$ cat src/rtl/receiver_framer.sv
// Serial-to-word framer feeding receiver_memory: start bit, MSB-first data, optional even
// parity, stop bit. Good words are written at an auto-incrementing, wrapping address.
module receiver_framer #(
    parameter int DATA_WIDTH = 16,
    parameter int ADDR_WIDTH = 4,
    parameter int PARITY_EN  = 1
) (
    input  logic                  clk,
    input  logic                  rst_n,
    input  logic                  SerialIn,
    input  logic                  BitValid,
    input  logic                  Clear,
    output logic [DATA_WIDTH-1:0] MemDataIn,
    output logic [ADDR_WIDTH-1:0] MemAddress,
    output logic                  MemWriteEnable,
    output logic [ADDR_WIDTH:0]   WordCount,
    output logic                  Full,
    output logic                  FrameError,
    output logic                  Overflow
);

    localparam int CNT_W = $clog2(DATA_WIDTH + 1);
    localparam int DEPTH = 2 ** ADDR_WIDTH;

    typedef enum logic [2:0] {IDLE, DATA, PARITY, STOP, WRITE} state_t;

    state_t                state, state_next;
    logic [DATA_WIDTH-1:0] shift_reg, shift_next;
    logic [CNT_W-1:0]      bit_cnt, bit_cnt_next;
    logic                  parity_bit, parity_next;
    logic [DATA_WIDTH-1:0] data_next;
    logic [ADDR_WIDTH-1:0] addr_next;
    logic                  we_next;
    logic [ADDR_WIDTH:0]   count_next;
    logic                  full_next;
    logic                  fe_next;
    logic                  ov_next;
    logic                  frame_good;

    // Even parity: data and parity bit together must hold an even number of ones.
    assign frame_good = SerialIn && ((PARITY_EN == 0) || !(^{shift_reg, parity_bit}));

    always_comb begin
        // NOTE: every variable gets a default first so no path can infer a latch.
        state_next   = state;
        shift_next   = shift_reg;
        bit_cnt_next = bit_cnt;
        parity_next  = parity_bit;
        data_next    = MemDataIn;
        addr_next    = MemAddress;
        we_next      = 1'b0;
        count_next   = WordCount;
        full_next    = Full;
        fe_next      = 1'b0;
        ov_next      = 1'b0;

        if (Clear) begin
            state_next   = IDLE;
            shift_next   = '0;
            bit_cnt_next = '0;
            parity_next  = 1'b0;
            addr_next    = '0;
            count_next   = '0;
            full_next    = 1'b0;
        end else begin
            unique case (state)
                IDLE: begin
                    if (BitValid && !SerialIn) begin
                        state_next   = DATA;
                        bit_cnt_next = '0;
                        shift_next   = '0;
                    end
                end
                DATA: begin
                    if (BitValid) begin
                        shift_next   = {shift_reg[DATA_WIDTH-2:0], SerialIn};
                        bit_cnt_next = bit_cnt + CNT_W'(1);
                        if (bit_cnt == CNT_W'(DATA_WIDTH - 1))
                            state_next = (PARITY_EN != 0) ? PARITY : STOP;
                    end
                end
                PARITY: begin
                    if (BitValid) begin
                        parity_next = SerialIn;
                        state_next  = STOP;
                    end
                end
                STOP: begin
                    if (BitValid) begin
                        state_next = IDLE;
                        if (!frame_good) begin
                            fe_next = 1'b1;
                        end else if (Full) begin
                            ov_next = 1'b1;
                        end else begin
                            data_next  = shift_reg;
                            we_next    = 1'b1;
                            state_next = WRITE;
                        end
                    end
                end
                WRITE: begin
                    // Only entered when not Full, so the count cannot pass DEPTH.
                    state_next = IDLE;
                    addr_next  = MemAddress + ADDR_WIDTH'(1);
                    count_next = WordCount + (ADDR_WIDTH + 1)'(1);
                    full_next  = (WordCount == (ADDR_WIDTH + 1)'(DEPTH - 1));
                end
                default: state_next = IDLE;
            endcase
        end
    end

    always_ff @(posedge clk or negedge rst_n) begin
        if (!rst_n) begin
            state          <= IDLE;
            shift_reg      <= '0;
            bit_cnt        <= '0;
            parity_bit     <= 1'b0;
            MemDataIn      <= '0;
            MemAddress     <= '0;
            MemWriteEnable <= 1'b0;
            WordCount      <= '0;
            Full           <= 1'b0;
            FrameError     <= 1'b0;
            Overflow       <= 1'b0;
        end else begin
            // NOTE: non-blocking so every register samples pre-edge values.
            state          <= state_next;
            shift_reg      <= shift_next;
            bit_cnt        <= bit_cnt_next;
            parity_bit     <= parity_next;
            MemDataIn      <= data_next;
            MemAddress     <= addr_next;
            MemWriteEnable <= we_next;
            WordCount      <= count_next;
            Full           <= full_next;
            FrameError     <= fe_next;
            Overflow       <= ov_next;
        end
    end

endmodule

$ cat config.mk
export PLATFORM = sky130hd
export DESIGN_NAME = receiver_framer
export DESIGN_NICKNAME = d
export VERILOG_FILES = /design/src/rtl/receiver_framer.sv
export SDC_FILE = /design/constraint.sdc
export NUM_CORES = 1
export LEC_CHECK = 0
export BUFFER_PORTS_ARGS = -buffer_cell sky130_fd_sc_hd__buf_4
export CORE_ASPECT_RATIO = 0.7
export CORE_MARGIN = 4
export CORE_UTILIZATION = 45
export CTS_CLUSTER_DIAMETER = 30
export DETAILED_ROUTE_END_ITERATION = 6
export GPL_ROUTABILITY_DRIVEN = 0
export PLACE_DENSITY = 0.67
export SYNTH_ARGS = -nofsm -noshare
export SYNTH_HDL_FRONTEND = slang
export SYNTH_SLANG_ARGS = --single-unit
export TNS_END_PERCENT = 20
$ cat constraint.sdc
create_clock -name clk -period 2.3 [get_ports clk]
set_input_delay 0.115 -clock clk [delete_from_list [all_inputs] [get_ports clk]]
set_output_delay 0.115 -clock clk [all_outputs]
set_load 0.01 [all_outputs]
Word level (Yosys, flattened, before mapping)
Index checks and enable logic that the tools add are counted.
{ "classes": {"addsub": 3, "eq_ne": 11, "mux": 40, "bitwise": 2, "reduce_logical": 14} }
{ "op_table": {"columns": ["cell", "n"], "rows": [
  ["$mux W16", 3],
  ["$pmux W16 S2", 1],
  ["$mux W5", 5],
  ["$mux W3", 8],
  ["$mux W1", 19],
  ["$reduce_xor A17 Y1", 1],
  ["$ne A3 B3 Y1 const B", 5],
  ["$pmux W3 S4", 1],
  ["$add A5 B1 Y5 const B", 2],
  ["$eq A5 B4 Y1 const B", 2],
  ["$pmux W5 S2", 1],
  ["$reduce_and A5 Y1", 2],
  ["$mux W4", 2],
  ["$eq A3 B2 Y1 const B", 2],
  ["$reduce_bool A2 Y1", 3],
  ["$add A4 B1 Y4 const B", 1],
  ["$eq A3 B1 Y1 const B", 1],
  ["$eq A3 B3 Y1 const B", 1],
  ["$logic_not A3 Y1", 1],
  ["$reduce_and A3 Y1", 1],
  ["$reduce_bool A3 Y1", 1],
  ["$logic_and A1 B1 Y1", 2],
  ["$logic_not A1 Y1", 2],
  ["$not A1 Y1", 2],
  ["$reduce_and A2 Y1", 1]
]} }
{ "totals": {"register_bits": 54, "output_inout_bits": 29, "word_cells": 81} }

Logic depth before layout (Yosys ltp)
{ "logic_depth": {"word_depth": 7, "ltp_mapped": 7, "mapped_depth_nobuf": 6} }

Worst setup path after synthesis
OpenSTA, ideal clock, no wires.
{ "synth_path": {"path_kind": "register to register", "startpoint": "register shift_reg[3]", "endpoint": "register MemDataIn[10]", "t_arrival_ns": 2.080, "required_time_ns": 2.175, "setup_slack_ns": 0.095, "stages_incl_launch_ff": 8, "period_less_slack_ns": 2.205, "cell_sequence": "dfrtp_1 xnor3_1 xnor3_1 xnor3_1 and4b_1 buf_6 buf_12 mux2_4"} }
{ "synth_via": {"elab_chain_len": 4} }
{ "synth_lines": {"columns": ["element", "line", "text"], "rows": [
  ["from (decl)", "28", "logic [DATA_WIDTH-1:0] shift_reg, shift_next;"],
  ["from (signal assigned)", "130", "shift_reg <= shift_next;"],
  ["$reduce_xor A17 Y1", "41", "assign frame_good = SerialIn && ((PARITY_EN == 0) || !(^{shift_reg, parity_bit}));"],
  ["$logic_not A1 Y1", "41", null],
  ["$logic_and A1 B1 Y1", "41", null],
  ["$reduce_and A5 Y1 (no source line)", null, null],
  ["to (signal assigned)", "133", "MemDataIn <= data_next;"],
  ["to (decl)", "13", "output logic [DATA_WIDTH-1:0] MemDataIn,"]
]} }
Every way passes these cells.
A chain may end at the register's enable or synchronous reset.

Final worst setup path
{ "layout_path": {"startpoint": "register shift_reg[3]", "endpoint": "register MemDataIn[3]"} }
{ "layout_via": {"elab_chain_len": 4} }
{ "layout_lines": {"columns": ["element", "line"], "rows": [
  ["$reduce_xor A17 Y1", "41"],
  ["$logic_not A1 Y1", "41"],
  ["$logic_and A1 B1 Y1", "41"],
  ["$reduce_and A5 Y1 (no source line)", null]
]} }
Parallel ways exist; a longest one is shown, timed or not.

==> impl_metrics.json <==
{
  "hpwl_um": 3040,
  "hp-class": "input port to flop",
  "netlist_area_um2": 2450,
  "end_kind": "flop",
  "crit_family": "XOR/XNOR gates",
  "clockRootBuffer": "clkbuf_8",
  "path_buf_inv": 1,
  "max_slew_margin_pct": 55.3,
  "synth_xor_area_share_pct": 9.04,
  "fillers": 443,
  "max_freq_mhz": 439,
  "synth_top_cell_by_area": "dfrtp_1",
  "synth_nets": 218,
  "synth-seq-cells": 54,
  "synthMuxAreaShare_pct": 10.4,
  "fin_worst_skew_ps": 6.19,
  "synth_top_area_share_pct": 55.1,
  "p_leak_nw": 1.46,
  "clkLatencyLatePin_ps": 300,
  "cts-htree-levels": 2,
  "die_y_um": 69.8,
  "drtIter0Drc": 65,
  "antenna_found_initial": 0,
  "critPathMaxStageDelay_ps": 390,
  "vias": 1615,
  "maxSlewViolCount": 0,
  "wl_per_cell_um": 13.8,
  "critPathRequiredTime_ps": 2490,
  "grt_pass1_wl_um": 7500,
  "drive_gt1_share_pct": 30.3,
  "synth_top_family_by_area": "simple AND/OR/NAND/NOR gates",
  "slowest_stage": "dfrtp_1",
  "vdd_ir_drop_max_uv": 350,
  "finalNetCount": 264,
  "final-setup-viol-count": 0,
  "initial_core_util_pct": 46.6,
  "critPathKind": "flop to flop",
  "grtUsageTotal_pct": 14.5,
  "fin_crit_sh_pct": 98.9,
  "syn_inst": 208,
  "worst_slew_pin_slew_ps": 671,
  "clockBufferDepth": 2,
  "core_um2": 5260,
  "drt_wl_total_um": 4510,
  "cp.arrival_ps": 2470,
  "r2r-end": "MemDataIn[3]$_DFFE_PN0P_",
  "grt_pass1_vias": 1569,
  "hold-path-cell-count": 3,
  "vias_per_cell": 4.95,
  "rows": 22,
  "firstDrtPassIters": 4,
  "maxCapViolCount": 0,
  "seqPwrFrac_pct": 57.4,
  "final_antenna_net_count": 0,
  "clkSinkCount": 54,
  "pwr-share-clk_pct": 38.4,
  "power_frac_comb_pct": 4.2,
  "yosysSeqAreaShare_pct": 55.1,
  "p_int_mw": 1.32,
  "yosys_warnings": 0,
  "power.switching_uw": 343,
  "grt_max_degree": 55,
  "final_util_pct": 56.9,
  "clk_pin_slew_ps": 90,
  "cpMostUsedCell": "xnor3_1",
  "cp_max_fo": 16,
  "cts_tree": "done",
  "synth-simple-area-share_pct": 14.4,
  "min_from": "SerialIn",
  "reg2reg_setup_slack_ps": 20,
  "r2r_start": "shift_reg[3]$_DFFE_PN0P_",
  "grt.overflow.total": 0,
  "min_to": "parity_bit$_DFFE_PN0P_",
  "yosys.area_share.adder_pct": 2.55,
  "ys_top_cells_by_area": "dfrtp_1 (55%), mux2_4 (5.5%), nand2_1 (5.1%), o21ai_0 (3.7%), xnor3_1 (3.7%)",
  "numCtsBuffers": 5,
  "num_antenna_cells": 0,
  "status": "finished, final reports clean",
  "path_cells": "xnor3_1 -> xnor3_1 -> xnor3_1 -> and4b_2 -> buf_12 -> mux2_2",
  "syn_to_final_growth_pct": 22.2,
  "swShare_pct": 20.6,
  "pin_count": 34,
  "rsz0062_at_grt": "true",
  "critPathLaunchType": "flop",
  "die_x_um": 96.2,
  "final_hold_viol_count": 0,
  "fin_crit_ps": 2280,
  "pwr_density_cell_nw_per_um2": 556,
  "ys_types": 33,
  "die-area_um2": 6710,
  "tns_ps": 0,
  "drc": 0,
  "syn_area_per_cell_um2": 11.8,
  "power_mw": 1.66,
  "rr_worst_depth": 6,
  "numPortBuffers": 33,
  "synth_compound_area_share_pct": 5.87
}
## per-layer routing
layer | vias to the layer above | GRT usage, % | wire length (µm)
li1 | 797 | - | -
met1 | 778 | 22.2 | 2340
met2 | 34 | 19.4 | 1880
met3 | 6 | 3.80 | 234
met4 | 0 | 5.21 | 63
met5 | - | 0 | 0
## power groups by stage
stage | sequential [mW] | combinational [mW] | clock, mW
2_1_floorplan | 0.973 | 0.0310 | 0
3_3_place_gp | 0.974 | 0.0690 | 0
3_5_place_dp | 0.974 | 0.0701 | 0
4_1_cts | 0.955 | 0.0716 | 0.658
5_1_grt | 0.956 | 0.0787 | 0.689
6_report | 0.955 | 0.0694 | 0.639
## worst max-delay path by stage
stage	startpoint	slack, ps	to	depth (start not counted)
detailed placement	shift_reg[3]$_DFFE_PN0P_	8	MemDataIn[2]$_DFFE_PN0P_	6
floorplan	shift_reg[3]$_DFFE_PN0P_	90	MemDataIn[10]$_DFFE_PN0P_	7
global route	shift_reg[1]$_DFFE_PN0P_	-60	MemDataIn[2]$_DFFE_PN0P_	6
finish	shift_reg[3]$_DFFE_PN0P_	20	MemDataIn[3]$_DFFE_PN0P_	6
global placement	shift_reg[1]$_DFFE_PN0P_	50	MemDataIn[3]$_DFFE_PN0P_	6
CTS	shift_reg[3]$_DFFE_PN0P_	10	MemDataIn[2]$_DFFE_PN0P_	6
## cell usage in the layout, fill, tap and decap left out, drive strengths merged, types with 2 or more instances in the layout
master | Yosys | routed
nand4 | 2 | 2
xor2 | 6 | 6
nor2 | 14 | 14
nand2 | 33 | 33
o21ai | 18 | 18
nor3b | 4 | 4
inv | 2 | 2
xnor3 | 4 | 4
mux2 | 16 | 16
clkbuf | 6 | 6
xnor2 | 9 | 9
nand2b | 3 | 3
ha | 5 | 5
and4b | 2 | 2
a21oi | 4 | 4
and3 | 3 | 3
nor2b | 3 | 3
a22o | 3 | 3
buf | 3 | 47
mux2i | 4 | 4
dfrtp | 54 | 54
nor3 | 3 | 3
## cells by family after synthesis
kind of cell / Yosys count
simple gates: 73
flops: 54
compound gates: 26
mux: 20
xor+xnor: 19
buf+inv: 11
fa+ha+maj: 5
## synthesized netlist by cell type
cell type  number
inv_1           2
nor4b_1         1
nor3_1          3
a22o_1          3
nor2_1         14
clkbuf_1        6
nand4_1         2
mux2_4          9
and4b_2         1
buf_12          1
nor3b_1         4
nor2b_1         3
ha_1            5
xor2_1          6
and4b_1         1
mux2i_1         4
mux2_2          7
and3_1          3
xnor2_1         9
xnor3_1         4
a211oi_1        1
buf_6           1
a21oi_1         4
and2_2          1
nand3b_1        1
nand2_1        33
dfrtp_1        54
nand2b_1        3
nor4_1          1
or2_2           1
o21ai_0        18
nand3_1         1
buf_1           1
## worst reg2reg max path: stages (launching register included)
cell and delay (ps):
dfrtp_1 390, xnor3_1 360, xnor3_1 390, xnor3_1 220, and4b_2 280, buf_12 180
mux2_2 350
## final cells by class
class                   instances  area [µm²]  area share, %
flip-flops and latches         54        1350           45.1
clock buffers                   6        82.6           2.76
multi-input cells             143        1060           35.3
repair buffers                 48         375           12.5
well taps                      72        90.1           3.01
inverters                       2        7.51          0.251
clock inverters                 1        30.0           1.00
## per-stage QoR
step                hold WS [ps]  area (µm²)  std cells  setup WS (ps)
finish                       128        2990        326           24.6
global route                 131        2990        326          -63.7
floorplan                   -181        2450        208           94.9
detailed placement           199        2850        317           8.21
global placement             202        2850        317           47.9
CTS                          120        2980        325           12.4
## what timing repair did
action,CTS,global route
resized for setup,1,2
pin swaps,0,1
hold endpoints to repair,54,0
gates cloned,0,0
setup buffers,0,1
setup endpoints to repair,2,15
hold buffers,1,0
No activity file was read; power rests on OpenSTA's default activity.
